$ cat src/rtl/uart_pkg.sv
// rtl/uart_pkg.sv - shared types and helpers for the parametrised UART receiver
package uart_pkg;

    localparam int unsigned MAJ_SAMPLES = 3;

    typedef enum logic [2:0] {
        S_IDLE,
        S_START,
        S_DATA,
        S_PARITY,
        S_STOP1,
        S_STOP2
    } rx_state_e;

    typedef struct packed {
        logic pe;
        logic fe;
    } rx_status_t;

    function automatic logic majority(input logic [MAJ_SAMPLES-1:0] s);
        return (s[0] & s[1]) | (s[0] & s[2]) | (s[1] & s[2]);
    endfunction

endpackage

$ cat src/rtl/uart_rx_param_if.sv
// rtl/uart_rx_param_if.sv - receive-side valid/ready stream carrying data and error flags
interface uart_rx_param_if #(
    parameter int DATA_BITS = 8
);
    logic [DATA_BITS-1:0] rx_data;
    logic                 parity_err;
    logic                 frame_err;
    logic                 rx_valid;
    logic                 rx_ready;

    modport master (output rx_data, parity_err, frame_err, rx_valid, input rx_ready);
    modport slave  (input rx_data, parity_err, frame_err, rx_valid, output rx_ready);
endinterface

$ cat src/rtl/uart_rx_fifo.sv
// rtl/uart_rx_fifo.sv - generic synchronous show-ahead FIFO with push/pop/full/empty
module uart_rx_fifo #(
    parameter int WIDTH = 8,
    parameter int DEPTH = 4
) (
    input  logic             clk,
    input  logic             reset_n,
    input  logic             push,
    input  logic [WIDTH-1:0] push_data,
    input  logic             pop,
    output logic [WIDTH-1:0] pop_data,
    output logic             full,
    output logic             empty
);
    localparam int AW = $clog2(DEPTH);
    localparam logic [AW:0] FULL_CNT = (AW+1)'(DEPTH);

    logic [WIDTH-1:0] mem [DEPTH];
    logic [AW-1:0]    wr_ptr, rd_ptr;
    logic [AW:0]      count;
    logic             do_push, do_pop;

    assign empty    = (count == '0);
    assign full     = (count == FULL_CNT);
    // A pop on an empty FIFO is ignored; a full FIFO still accepts when it pops.
    assign do_pop   = pop && !empty;
    assign do_push  = push && (!full || do_pop);
    assign pop_data = mem[rd_ptr];

    always_ff @(posedge clk or negedge reset_n) begin
        if (!reset_n) begin
            wr_ptr <= '0;
            rd_ptr <= '0;
            count  <= '0;
        end else begin
            if (do_push) wr_ptr <= wr_ptr + AW'(1);
            if (do_pop)  rd_ptr <= rd_ptr + AW'(1);
            case ({do_push, do_pop})
                2'b10:   count <= count + (AW+1)'(1);
                2'b01:   count <= count - (AW+1)'(1);
                default: count <= count;
            endcase
        end
    end

    always_ff @(posedge clk) begin
        if (do_push) mem[wr_ptr] <= push_data;
    end

endmodule

$ cat src/rtl/uart_rx_param.sv
// rtl/uart_rx_param.sv - oversampling UART receiver with runtime framing config and receive FIFO
module uart_rx_param
    import uart_pkg::*;
#(
    parameter int DATA_BITS  = 8,
    parameter int OVERSAMPLE = 16,
    parameter int DIV_WIDTH  = 16,
    parameter int FIFO_DEPTH = 4
) (
    input  logic                 clk,
    input  logic                 reset_n,
    input  logic [DIV_WIDTH-1:0] baud_div,
    input  logic                 parity_en,
    input  logic                 parity_odd,
    input  logic                 two_stop,
    input  logic                 rxd,
    uart_rx_param_if.master      rx,
    output logic                 overrun,
    output logic                 break_det,
    output logic                 busy
);
    localparam int SW = $clog2(OVERSAMPLE);
    localparam int IW = $clog2(DATA_BITS);
    localparam int EW = DATA_BITS + 2;
    localparam logic [SW-1:0] SC_LO  = SW'(OVERSAMPLE/2 - 1);
    localparam logic [SW-1:0] SC_MID = SW'(OVERSAMPLE/2);
    localparam logic [SW-1:0] SC_HI  = SW'(OVERSAMPLE/2 + 1);
    localparam logic [SW-1:0] SC_END = SW'(OVERSAMPLE - 1);
    localparam logic [IW-1:0] IDX_LAST = IW'(DATA_BITS - 1);
    localparam logic [DIV_WIDTH-1:0] DIV_ONE = DIV_WIDTH'(1);

    rx_state_e            state, state_next;
    logic                 rxd_meta, rs;
    logic [DIV_WIDTH-1:0] div_max, tick_cnt;
    logic                 tick, start_edge;
    logic [SW-1:0]        sc;
    logic [IW-1:0]        bit_idx;
    logic [DATA_BITS-1:0] shreg, hold_data;
    logic                 samp_lo, samp_mid, vote, fe_final;
    logic                 par_en_l, par_odd_l, two_stop_l, par_bit, armed;
    rx_status_t           status, head_st;
    logic                 done, brk, pop, fifo_full, fifo_empty;
    logic [EW-1:0]        head;

    always_ff @(posedge clk or negedge reset_n) begin
        if (!reset_n) begin
            rxd_meta <= 1'b1;
            rs       <= 1'b1;
        end else begin
            rxd_meta <= rxd;
            rs       <= rxd_meta;
        end
    end

    assign div_max    = (baud_div == '0) ? DIV_ONE : baud_div;
    assign tick       = (tick_cnt >= div_max - DIV_ONE);
    assign start_edge = (state == S_IDLE) && armed && !rs;
    assign vote       = majority({samp_lo, samp_mid, rs});
    assign fe_final   = status.fe | ~vote;

    always_ff @(posedge clk or negedge reset_n) begin
        if (!reset_n) state <= S_IDLE;
        else          state <= state_next;
    end

    always_comb begin
        state_next = state;
        case (state)
            S_IDLE:   if (armed && !rs) state_next = S_START;
            S_START:  if (tick) begin
                          if (sc == SC_HI && vote) state_next = S_IDLE;
                          else if (sc == SC_END)   state_next = S_DATA;
                      end
            S_DATA:   if (tick && sc == SC_END && bit_idx == IDX_LAST)
                          state_next = par_en_l ? S_PARITY : S_STOP1;
            S_PARITY: if (tick && sc == SC_END) state_next = S_STOP1;
            S_STOP1:  if (tick) begin
                          if (!two_stop_l && sc == SC_HI)     state_next = S_IDLE;
                          else if (two_stop_l && sc == SC_END) state_next = S_STOP2;
                      end
            S_STOP2:  if (tick && sc == SC_HI) state_next = S_IDLE;
            default:  state_next = S_IDLE;
        endcase
    end

    // Frames complete at the middle of the last stop bit so the next start edge can resync.
    always_comb begin
        busy = (state != S_IDLE);
        done = tick && (sc == SC_HI) &&
               ((state == S_STOP1 && !two_stop_l) || state == S_STOP2);
        brk  = done && fe_final && (shreg == '0) && !(par_en_l && par_bit);
    end

    always_ff @(posedge clk or negedge reset_n) begin
        if (!reset_n) begin
            tick_cnt   <= '0;
            sc         <= '0;
            bit_idx    <= '0;
            shreg      <= '0;
            samp_lo    <= 1'b1;
            samp_mid   <= 1'b1;
            par_en_l   <= 1'b0;
            par_odd_l  <= 1'b0;
            two_stop_l <= 1'b0;
            par_bit    <= 1'b0;
            status     <= '0;
            armed      <= 1'b1;
            hold_data  <= '0;
        end else begin
            tick_cnt <= (start_edge || tick) ? '0 : tick_cnt + DIV_ONE;
            if (start_edge) begin
                sc         <= '0;
                bit_idx    <= '0;
                status     <= '0;
                par_bit    <= 1'b0;
                par_en_l   <= parity_en;
                par_odd_l  <= parity_odd;
                two_stop_l <= two_stop;
            end else if (tick && state != S_IDLE) begin
                sc <= (sc == SC_END) ? '0 : sc + SW'(1);
                if (sc == SC_LO)  samp_lo  <= rs;
                if (sc == SC_MID) samp_mid <= rs;
                if (sc == SC_HI) begin
                    case (state)
                        S_DATA:   shreg <= {vote, shreg[DATA_BITS-1:1]};
                        S_PARITY: begin
                            par_bit   <= vote;
                            status.pe <= vote ^ (^shreg) ^ par_odd_l;
                        end
                        S_STOP1, S_STOP2: status.fe <= fe_final;
                        default: ;
                    endcase
                end
                if (state == S_DATA && sc == SC_END) bit_idx <= bit_idx + IW'(1);
            end
            // A break leaves the line low; re-arm only once it has been seen high again.
            if (brk)              armed <= 1'b0;
            else if (tick && rs)  armed <= 1'b1;
            if (!fifo_empty) hold_data <= head[DATA_BITS-1:0];
        end
    end

    assign pop = !fifo_empty && rx.rx_ready;

    uart_rx_fifo #(
        .WIDTH (EW),
        .DEPTH (FIFO_DEPTH)
    ) u_fifo (
        .clk       (clk),
        .reset_n   (reset_n),
        .push      (done),
        .push_data ({status.pe, fe_final, shreg}),
        .pop       (pop),
        .pop_data  (head),
        .full      (fifo_full),
        .empty     (fifo_empty)
    );

    assign head_st       = rx_status_t'(head[EW-1 -: 2]);
    assign rx.rx_valid   = !fifo_empty;
    assign rx.rx_data    = fifo_empty ? hold_data : head[DATA_BITS-1:0];
    assign rx.parity_err = !fifo_empty && head_st.pe;
    assign rx.frame_err  = !fifo_empty && head_st.fe;
    assign overrun       = done && fifo_full && !pop;
    assign break_det     = brk;

endmodule

$ cat src/flat_wrapper.sv
// flat-port wrapper written by rule: the top's interface ports become plain ports
module uart_rx_param_flat import uart_pkg::*;
#(
    parameter int DATA_BITS  = 8,
    parameter int OVERSAMPLE = 16,
    parameter int DIV_WIDTH  = 16,
    parameter int FIFO_DEPTH = 4
)
  (clk, reset_n, baud_div, parity_en, parity_odd, two_stop, rxd, overrun, break_det, busy, rx_rx_data, rx_parity_err, rx_frame_err, rx_rx_valid, rx_rx_ready);
  uart_rx_param_if #(.DATA_BITS(DATA_BITS)) rx_i ();
  input  logic clk;
  input  logic reset_n;
  input  logic [DIV_WIDTH-1:0] baud_div;
  input  logic parity_en;
  input  logic parity_odd;
  input  logic two_stop;
  input  logic rxd;
  output logic overrun;
  output logic break_det;
  output logic busy;
  output wire logic [$bits(rx_i.rx_data)-1:0] rx_rx_data;
  output wire logic [$bits(rx_i.parity_err)-1:0] rx_parity_err;
  output wire logic [$bits(rx_i.frame_err)-1:0] rx_frame_err;
  output wire logic [$bits(rx_i.rx_valid)-1:0] rx_rx_valid;
  input wire logic [$bits(rx_i.rx_ready)-1:0] rx_rx_ready;
  assign rx_rx_data = rx_i.rx_data;
  assign rx_parity_err = rx_i.parity_err;
  assign rx_frame_err = rx_i.frame_err;
  assign rx_rx_valid = rx_i.rx_valid;
  assign rx_i.rx_ready = rx_rx_ready;
  uart_rx_param #(.DATA_BITS(DATA_BITS), .OVERSAMPLE(OVERSAMPLE), .DIV_WIDTH(DIV_WIDTH), .FIFO_DEPTH(FIFO_DEPTH)) u_core (.clk(clk), .reset_n(reset_n), .baud_div(baud_div), .parity_en(parity_en), .parity_odd(parity_odd), .two_stop(two_stop), .rxd(rxd), .rx(rx_i), .overrun(overrun), .break_det(break_det), .busy(busy));
endmodule
$ cat config.mk
export PLATFORM = sky130hd
export DESIGN_NAME = uart_rx_param_flat
export DESIGN_NICKNAME = d
export VERILOG_FILES = /design/src/rtl/uart_pkg.sv /design/src/rtl/uart_rx_param_if.sv /design/src/rtl/uart_rx_fifo.sv /design/src/rtl/uart_rx_param.sv /design/src/flat_wrapper.sv
export SDC_FILE = /design/constraint.sdc
export NUM_CORES = 1
export LEC_CHECK = 0
export CAP_MARGIN = 10
export CORE_MARGIN = 5
export CORE_UTILIZATION = 52
export DETAILED_ROUTE_END_ITERATION = 8
export GPL_TIMING_DRIVEN = 0
export HOLD_SLACK_MARGIN = 0.05
export PLACE_DENSITY = 0.7
export SYNTH_ARGS = -nofsm -noshare
export SYNTH_HDL_FRONTEND = slang
export SYNTH_SLANG_ARGS = --single-unit
$ cat constraint.sdc
create_clock -name clk -period 6.7 [get_ports clk]
set_input_delay 1.005 -clock clk [delete_from_list [all_inputs] [get_ports clk]]
set_output_delay 1.005 -clock clk [all_outputs]
set_load 0.02 [all_outputs]
==> results.cfg <==
[place]
dp_cells = 611
dpl.hpwl_mm = 7.214
io_buffer_count = 36
place_congestion = 0.8182
dp_slack_ns = -0.3982
placed_area_um2 = 5752

[global_routing]
grt_max_degree = 33
grt-ovfl-total = 0
grtUsageTotal = 0.1777
antenna_found_initial = 0
grt_pass1_vias = 3487
grt_pass1_wl_mm = 16.74

[cells_and_area]
stdcell_count = 627
drive_gt1_frac = 0.1235
diodes = 0
design_area_um2 = 6016
final_nets = 544
area_growth_pct = 15.47

[sta]
finalCritPeriodShare = 0.9620
clock_skew_ns = 0.009608
tns_ns = 0
worstMarginPinSlew_ns = 0.7876
fin_ws_ns = 0.2547
hold_violations = 0
finalSetupViolCount = 0
report.final.slew_viol_count = 0
rsz0062_at_grt = no
min_period_ns = 6.445
max_freq_mhz = 155.2
maxSlewHeadroom = 0.4749

[pwr]
p_per_area_nw_per_um2 = 223.3
p_sw_uw = 400.8
clockPowerShare = 0.275
cell_internal_pwr_uw = 942.7
p_total_uw = 1343
combPwrFrac = 0.198
p_seq_frac = 0.527
p_sw_frac = 0.2983
leakage_uw = 0.002330
ir_drop_mv = 0.1306

[worst_hold_path]
hold_class = reg2reg
hp-start = u_core.rxd_meta
holdPathEnd = u_core.rs
hold_depth = 0

[routing]
finalWirelength_mm = 9.885
vias_per_cell = 5.469
m1WireLength_mm = 4.403
wl_met3_um = 344
drtIter0Drc = 145
wl_met2_mm = 5.010
wl_per_cell_um = 15.77
vias = 3429
drtAntennaViolNets = 0
top_layer = met4
drcViolationCount = 0
dr.pass1.iters = 4

[clock_tree]
tritoncts = done
path_clk_slew_ns = 0.09
clkLatencyLatePin_ns = 0.37
holdBufCountCts = 0
numCtsBuffers = 9
cts_buffer_depth = 2
cts.sinks = 100
htree_levels = 3
root_buffer = clkbuf_8
post-cts-setup-buffer-count = 0

[synthesis]
yosysWarnings = 0
synth-async-reset-ratio = 0.6000
synth-main-ff-cell = dfrtp_1
synth_area_um2 = 5210
muxShareOfSynthArea = 0.09918
synth_compound_area_frac = 0.07325
synthCells = 441
avgSynthCellArea_um2 = 11.81
ys_seq_area_frac = 0.5199
synth_fa_ha_area_frac = 0.08021
synth_cell_types = 62
synth_seq_cells = 100
yosys.area_share.simple = 0.1405
syn-num-nets = 496
synth_top_family_by_area = simple AND/OR/NAND/NOR gates
synth-xor-area-share = 0.05884
synth_edf_count = 40

[critical_path]
critPathTopFamily = simple AND/OR/NAND/NOR gates
worst_r2r_startpoint = u_core.tick_cnt[13]
crit_arrival_ns = 5.44
r2r_cells = 11
cp_max_fo = 10
cp_num_buf_inv = 3
crit_slowest_cell = clkdlybuf4s50_1
r2r_slack_ns = 3.36
timing_worst_setup_path_type = in2out
worstSetupStartpointType = input pin
crit_chain = clkdlybuf4s50_1 -> nor4_4 -> nand2b_1 -> nor4_4 -> a31oi_1 -> ha_1 -> nand2_1 -> nor4_2 -> xnor2_1 -> ha_1 -> nand4_1 -> or3_1 -> o32a_1 -> a31oi_4 -> buf_2 -> and3_1 -> dlygate4sd2_1
rr_endpoint = u_core.u_fifo.count[2]
max_stage_delay_ns = 0.53
end_kind = primary output
crit_required_ns = 5.69

[floorplanning]
dieArea_um2 = 12120
die_y_um = 110.1
core_area_um2 = 9774
initial_core_util = 0.5330
rows = 36
die_w_um = 110.1
ios = 37

[outcome]
status = finished, final reports clean

[flow_run]
cap_violations = 0
[power groups by stage]
stage | logic, uW | clock network (uW) | registers, uW
6_report | 266 | 369 | 708
5_1_grt | 298 | 407 | 716
4_1_cts | 271 | 382 | 708
3_5_place_dp | 268 | 0 | 720
3_3_place_gp | 259 | 0 | 720
2_1_floorplan | 188 | 0 | 711
[per-stage QoR]
stage,utilization,hold WS (ns)
2_1_floorplan,-,0.3452
3_3_place_gp,0.5869,0.3466
3_5_place_dp,0.5885,0.3468
4_1_cts,0.6119,0.3610
5_1_grt,0.6155,0.3646
6_report,0.6155,0.3605
[layer usage]
layer,global-route usage,vias to the layer above
li1,-,1687
met1,0.2273,1663
met2,0.3068,65
met3,0.03494,14
met4,0.05277,0
met5,0,-
[sequential cells by signal, indices dropped and copies added, names as in the netlist, 2 cells and up]
name                  cells
u_core.shreg              8
u_core.u_fifo.rd_ptr      2
u_core.sc                 4
u_core.state              3
u_core.u_fifo.count       3
u_core.tick_cnt          16
u_core.u_fifo.wr_ptr      2
u_core.hold_data          8
u_core.status             2
u_core.bit_idx            3
u_core.u_fifo.mem        40
[cell usage after synthesis (2+ instances only)]
| cell type | number | area [um2] |
|---|---|---|
| xnor2_1 | 20 | 175.2 |
| a21oi_1 | 13 | 65.06 |
| clkbuf_1 | 7 | 26.28 |
| nand2b_1 | 7 | 43.79 |
| nand4_1 | 5 | 31.28 |
| mux4_2 | 10 | 225.2 |
| or3_1 | 2 | 12.51 |
| o21ai_0 | 9 | 45.04 |
| ha_1 | 31 | 387.9 |
| buf_2 | 3 | 15.01 |
| xor2_1 | 15 | 131.4 |
| and3_1 | 12 | 75.07 |
| edfxtp_1 | 40 | 1201 |
| and2_1 | 5 | 31.28 |
| dfrtp_1 | 55 | 1376 |
| a32oi_1 | 2 | 17.52 |
| dfstp_2 | 5 | 131.4 |
| buf_1 | 2 | 7.510 |
| mux2i_1 | 13 | 130.1 |
| inv_1 | 25 | 93.84 |
| a2111oi_0 | 3 | 26.28 |
| nor2_1 | 40 | 150.1 |
| a211oi_1 | 3 | 22.52 |
| nand3b_1 | 4 | 30.03 |
| nor4_1 | 4 | 25.02 |
| nor3_1 | 7 | 35.03 |
| a311oi_1 | 2 | 17.52 |
| nand2_1 | 35 | 131.4 |
| a21boi_0 | 2 | 15.01 |
| mux2_2 | 13 | 146.4 |
| nand3_1 | 9 | 45.04 |
| a31oi_1 | 3 | 18.77 |
| nor2b_1 | 6 | 37.54 |
[worst max path at each step]
stage | start | to | slack (ns) | cells past startpoint
final | baud_div[2] | break_det | 0.25 | 17
after global routing | baud_div[2] | break_det | 0.002 | 17
after CTS | baud_div[2] | overrun | 0.05 | 17
after detailed placement | baud_div[2] | break_det | -0.40 | 17
after global placement | baud_div[2] | break_det | -0.28 | 17
after floorplan | baud_div[3] | overrun | 1.26 | 15
[cells by family (layout without fill, tap and decap cells)]
logic type | after synthesis | after routing
xor gates and xnor gates | 35 | 35
adders and majority gates | 33 | 33
and+or+nand+nor | 144 | 144
buffers and inverters | 38 | 91
muxes | 37 | 37
AOI/OAI and AO/OA | 54 | 54
DFF | 100 | 100
[layout by cell type (no fill, tap or decap), types with 15 or more instances in the layout]
cell type and instances:
dfrtp_1 55, nor2_1 40, edfxtp_1 40, nand2_1 35, clkdlybuf4s50_1 33, ha_1 31
inv_1 25, xnor2_1 20, xor2_1 15
[cell type report]
cell class	instances	area, um2
clock buffer	9	123.9
clock inverter	7	72.57
inverter	26	97.59
multi-input combinational	303	2421
buffer	12	48.80
sequential	100	2709
tap	133	166.4
timing repair buffer	37	376.6
fill	772	3759
[repair_timing]
action                                  CTS  global route
gates resized for setup                   6             5
gates cloned                              0             0
hold endpoints to repair                  0             0
endpoints found under the setup margin    2             2
(Power assumes the default switching activity.)
